--- src/rtl/cash_register.sv ---
// cash_register: W-bit accumulator with a 7-state Moore controller.
// Items on X are summed into a running total. T shows the sum on Total, and C clears everything.

module FullAdder (
  input  logic a_i,
  input  logic b_i,
  input  logic cin_i,
  output logic sum_o,
  output logic cout_o
);
  assign sum_o  = a_i ^ b_i ^ cin_i;
  assign cout_o = (a_i & b_i) | (cin_i & (a_i ^ b_i));
endmodule

module RippleAdder #(
  parameter int W = 16
) (
  input  logic [W-1:0] a_i,
  input  logic [W-1:0] b_i,
  output logic [W-1:0] sum_o
);
  logic [W-1:0] carry;

  assign carry[0] = 1'b0;

  for (genvar i = 0; i < W; i++) begin : gBit
    if (i < W - 1) begin : gFull
      FullAdder uFa (
        .a_i   (a_i[i]),
        .b_i   (b_i[i]),
        .cin_i (carry[i]),
        .sum_o (sum_o[i]),
        .cout_o(carry[i+1])
      );
    end else begin : gTop
      // The MSB carry-out is dropped, so sums wrap modulo 2^W.
      assign sum_o[i] = a_i[i] ^ b_i[i] ^ carry[i];
    end
  end
endmodule

module cash_register #(
  parameter int W = 16
) (
  input  logic         Clock_i,
  input  logic         Resetn_i,
  input  logic         C_i,
  input  logic         A_i,
  input  logic         T_i,
  input  logic [W-1:0] X_i,
  output logic [W-1:0] Total_o
);
  typedef enum logic [2:0] {
    Init     = 3'd0,
    LoadX    = 3'd1,
    AddX     = 3'd2,
    MoreX    = 3'd3,
    LoadT    = 3'd4,
    DisplayT = 3'd5,
    Clear    = 3'd6
  } stateT;

  stateT        state_q, state_d;
  logic [W-1:0] aReg_q, aReg_d;
  logic [W-1:0] sReg_q, sReg_d;
  logic [W-1:0] tReg_q, tReg_d;
  logic [W-1:0] sumNext;

  RippleAdder #(.W(W)) uAdder (
    .a_i  (sReg_q),
    .b_i  (aReg_q),
    .sum_o(sumNext)
  );

  always_ff @(posedge Clock_i or negedge Resetn_i) begin
    if (!Resetn_i) state_q <= Init;
    else           state_q <= state_d;
  end

  // Priority in decision states is C > T > A; DisplayT ignores T.
  always_comb begin
    state_d = state_q;
    case (state_q)
      Init, MoreX: begin
        if (C_i)      state_d = Clear;
        else if (T_i) state_d = LoadT;
        else if (A_i) state_d = LoadX;
      end
      LoadX:    state_d = AddX;
      AddX:     state_d = MoreX;
      LoadT:    state_d = DisplayT;
      DisplayT: begin
        if (C_i)              state_d = Clear;
        else if (A_i && !T_i) state_d = LoadX;
      end
      Clear:    state_d = Init;
      default:  state_d = Init;
    endcase
  end

  always_comb begin
    aReg_d = aReg_q;
    sReg_d = sReg_q;
    tReg_d = tReg_q;
    case (state_q)
      LoadX: aReg_d = X_i;
      AddX:  sReg_d = sumNext;
      LoadT: tReg_d = sReg_q;
      Clear: begin
        aReg_d = '0;
        sReg_d = '0;
        tReg_d = '0;
      end
      default: ;
    endcase
  end

  always_ff @(posedge Clock_i or negedge Resetn_i) begin
    if (!Resetn_i) begin
      aReg_q <= '0;
      sReg_q <= '0;
      tReg_q <= '0;
    end else begin
      aReg_q <= aReg_d;
      sReg_q <= sReg_d;
      tReg_q <= tReg_d;
    end
  end

  assign Total_o = tReg_q;
endmodule

--- config.mk ---
export PLATFORM = sky130hd
export DESIGN_NAME = cash_register
export DESIGN_NICKNAME = d
export VERILOG_FILES = /design/src/rtl/cash_register.sv
export SDC_FILE = /design/constraint.sdc
export NUM_CORES = 1
export LEC_CHECK = 0
export CAP_MARGIN = 25
export CORE_MARGIN = 2
export CORE_UTILIZATION = 54
export CTS_CLUSTER_DIAMETER = 150
export DETAILED_ROUTE_END_ITERATION = 10
export GPL_TIMING_DRIVEN = 0
export PLACE_DENSITY = 0.79
export REMOVE_ABC_BUFFERS = 1
export SETUP_SLACK_MARGIN = 0.02
export SLEW_MARGIN = 5
export SYNTH_ARGS = -nofsm -noshare
export SYNTH_HDL_FRONTEND = slang
export SYNTH_SLANG_ARGS = --single-unit
export TNS_END_PERCENT = 50
--- constraint.sdc ---
create_clock -name Clock_i -period 8.5 [get_ports Clock_i]
set_input_delay 1.7 -clock Clock_i [delete_from_list [all_inputs] [get_ports Clock_i]]
set_output_delay 1.7 -clock Clock_i [all_outputs]
set_load 0.005 [all_outputs]
==> results.json <==
{
  "outcome": "completed",
  "viasPerCell": 5.47,
  "grt.total_usage_pct": 21.0,
  "antennaDiodeCount": 0,
  "dieArea_sq_um": 5280,
  "rsz0062_at_grt": "no",
  "multiInputGateArea_sq_um": 1070,
  "clockBufferDepth": 2,
  "synth_warnings": 0,
  "cpLargestDelayFamily": "adder cells",
  "hold_violations": 0,
  "start_util_pct": 57.2,
  "cp.depth": 23,
  "dr.first_iter.drc_count": 106,
  "h-tree-depth": 2,
  "p_per_area_nw_per_um2": 363,
  "fin_util_pct": 68.2,
  "syn2layout_area_growth_pct": 19.2,
  "vdd_ir_drop_max_uv": 218,
  "die_x_um": 72.6,
  "grt_pass1_vias": 1894,
  "synth_ff_type": "dfrtp_1",
  "crit_type": "reg -> reg",
  "cp_slowest_cell": "fa_1",
  "tightest_slew_ns": 0.903,
  "cts_tree": "yes",
  "grt_pass1_wl_um": 8450,
  "cpPeakStageDelay_ns": 0.48,
  "clk_pin_slew_worst_paths_ns": 0.08,
  "final_cell_mix": "51 x dfrtp_1, 48 x nand2_1, 35 x clkdlybuf4s50_1",
  "setup.worst_path.end_class": "flip-flop",
  "path_buf_inv": 5,
  "drtPass1Iterations": 4,
  "cts_resized": 0,
  "ys_types": 28,
  "maxCapViolations": 0,
  "drive_above_1_share_pct": 3.90,
  "cp_max_fo": 3,
  "seqCellArea_sq_um": 1280,
  "synth_seq_cells": 51,
  "place_hpwl_um": 3330,
  "synthCells": 255,
  "worst_setup_path_start_kind": "flip-flop",
  "insertion_delay_ns": 0.30,
  "worstPathCellList": "ha_1 > fa_1 > inv_1 > fa_1 > fa_1 > fa_1 > fa_1 > inv_1 > fa_1 > inv_1 > fa_1 > fa_1 > fa_1 > fa_1 > fa_1 > inv_1 > fa_1 > inv_1 > fa_1 > fa_1 > xor2_1 > a22oi_1 > o41ai_1",
  "cts_made_buffers": 5,
  "vias": 1827,
  "reg2reg_depth": 23,
  "cts_setup_buffers": 0,
  "leakage_nw": 1.27,
  "synth_edf_count": 0,
  "drt-wirelength-per-cell_um": 14.1,
  "layout.nets": 319,
  "clkSinkCount": 51,
  "place_congestion": 0.717,
  "r2r_setup_slack_ns": 1.53,
  "hp-class": "reg -> reg",
  "drc": 0,
  "io_pins": 37,
  "max_freq_mhz": 143,
  "ant_nets": 0,
  "netlist_area_sq_um": 2540,
  "ctsHoldBuffers": 0,
  "dieHeight_um": 72.6,
  "async_flop_share_pct": 100,
  "synth_seq_area_share_pct": 50.2,
  "synth.avg_cell_area_sq_um": 9.98,
  "grt_overflow_total": 0,
  "port_buffers": 36,
  "root_buffer": "clkbuf_8",
  "crit_path_frequent_cell": "fa_1",
  "critPathRequiredTime_ns": 8.66,
  "arrival_ns": 7.13,
  "maxSlewViolCount": 0,
  "nFillCells": 363,
  "fp.coreArea_sq_um": 4440,
  "worst_hold_path.num_cells": 2,
  "antenna_found_initial": 0,
  "grt_max_degree": 49,
  "relSlewSlack_pct": 39.8,
  "setup_viol": 0,
  "finClkSkew_ns": 0.00305,
  "fin_crit_sh_pct": 82.0,
  "final_common_cell": "dfrtp_1",
  "fin_crit_ns": 6.97,
  "num_rows": 24,
  "fin_tns_setup_ns": 0,
  "routed_wl_um": 4710
}
## flip-flops by register name (all words and copies together) (netlist names)
signal and flops:
Total_o 16, state_q 3, sReg_q 16, aReg_q 16
## cells in the mapped netlist, drive strengths merged (2+ instances only)
library cell	number	area, sq um
nor2b	2	12.5
inv	27	101
fa	14	280
clkbuf	8	30.0
dfrtp	51	1280
nor2	3	11.3
buf	11	63.8
o31ai	22	165
o21ai	10	50.0
nand2	48	180
nand2b	14	87.6
o22ai	16	100
a21oi	17	85.1
## worst paths after layout
path                                  from         end
worst max-delay path             sReg_q[0]  sReg_q[15]
worst min-delay path            Total_o[5]  Total_o[5]
worst max register to register   sReg_q[0]  sReg_q[15]
worst min register to register  Total_o[5]  Total_o[5]
max in group asynchronous         Resetn_i  sReg_q[12]
min in group asynchronous         Resetn_i   sReg_q[7]
## layout make-up
class	count	share of cell area, %
Inverter	27	3.34
Sequential cell	51	42.1
Clock buffer	6	2.39
Tap cell	52	2.15
Timing Repair Buffer	40	14.6
Multi-Input combinational cell	158	35.5
## power by group
group | internal [mW] | total (mW) | switching (mW)
logic | 0.254 | 0.524 | 0.270
registers | 0.352 | 0.449 | 0.0969
clock network | 0.0550 | 0.127 | 0.0722
## worst reg2reg max path: stages (launching register included)
cell and delay, ns:
dfrtp_1 0.38, ha_1 0.20, fa_1 0.18, inv_1 0.06, fa_1 0.44, fa_1 0.47, fa_1 0.48, fa_1 0.43
inv_1 0.09, fa_1 0.17, inv_1 0.05, fa_1 0.46, fa_1 0.47, fa_1 0.47, fa_1 0.47, fa_1 0.42
inv_1 0.09, fa_1 0.17, inv_1 0.05, fa_1 0.44, fa_1 0.44, xor2_1 0.16, a22oi_1 0.15, o41ai_1 0.10
## through the flow
stage / hold slack, ns / instances / instance area, sq um / worst slack (ns) / total power [mW]
floorplan: 0.449 / 236 / 2450 / 1.80 / 0.763
global placement: 0.458 / 324 / 2880 / 1.50 / 0.917
detailed placement: 0.465 / 328 / 2960 / 1.47 / 0.987
CTS: 0.484 / 334 / 3030 / 1.45 / 1.11
global route: 0.509 / 334 / 3030 / 1.15 / 1.21
finish: 0.477 / 334 / 3030 / 1.53 / 1.10
## metal layers
| layer | wire, um | share of wire, % | vias to the layer above | global-route usage (%) |
|---|---|---|---|---|
| met1 | 2050 | 43 | 879 | 26.2 |
| met4 | 99 | 2.1 | 0 | 8.64 |
| met2 | 2430 | 52 | 36 | 37.1 |
| met3 | 133 | 2.8 | 8 | 2.62 |
| met5 | 0 | 0 | - | 0 |
| li1 | - | - | 904 | - |
## kinds of logic after synthesis
kind of cell	synth area share, %
AO/OA/AOI/OAI	18.0
XOR/XNOR	0.344
adder cells (fa/ha/maj)	11.5
buffers and inverters	7.67
flip-flops	50.2
AND/OR/NAND/NOR	12.3
Note: power is estimated with default switching activity, not from simulation.
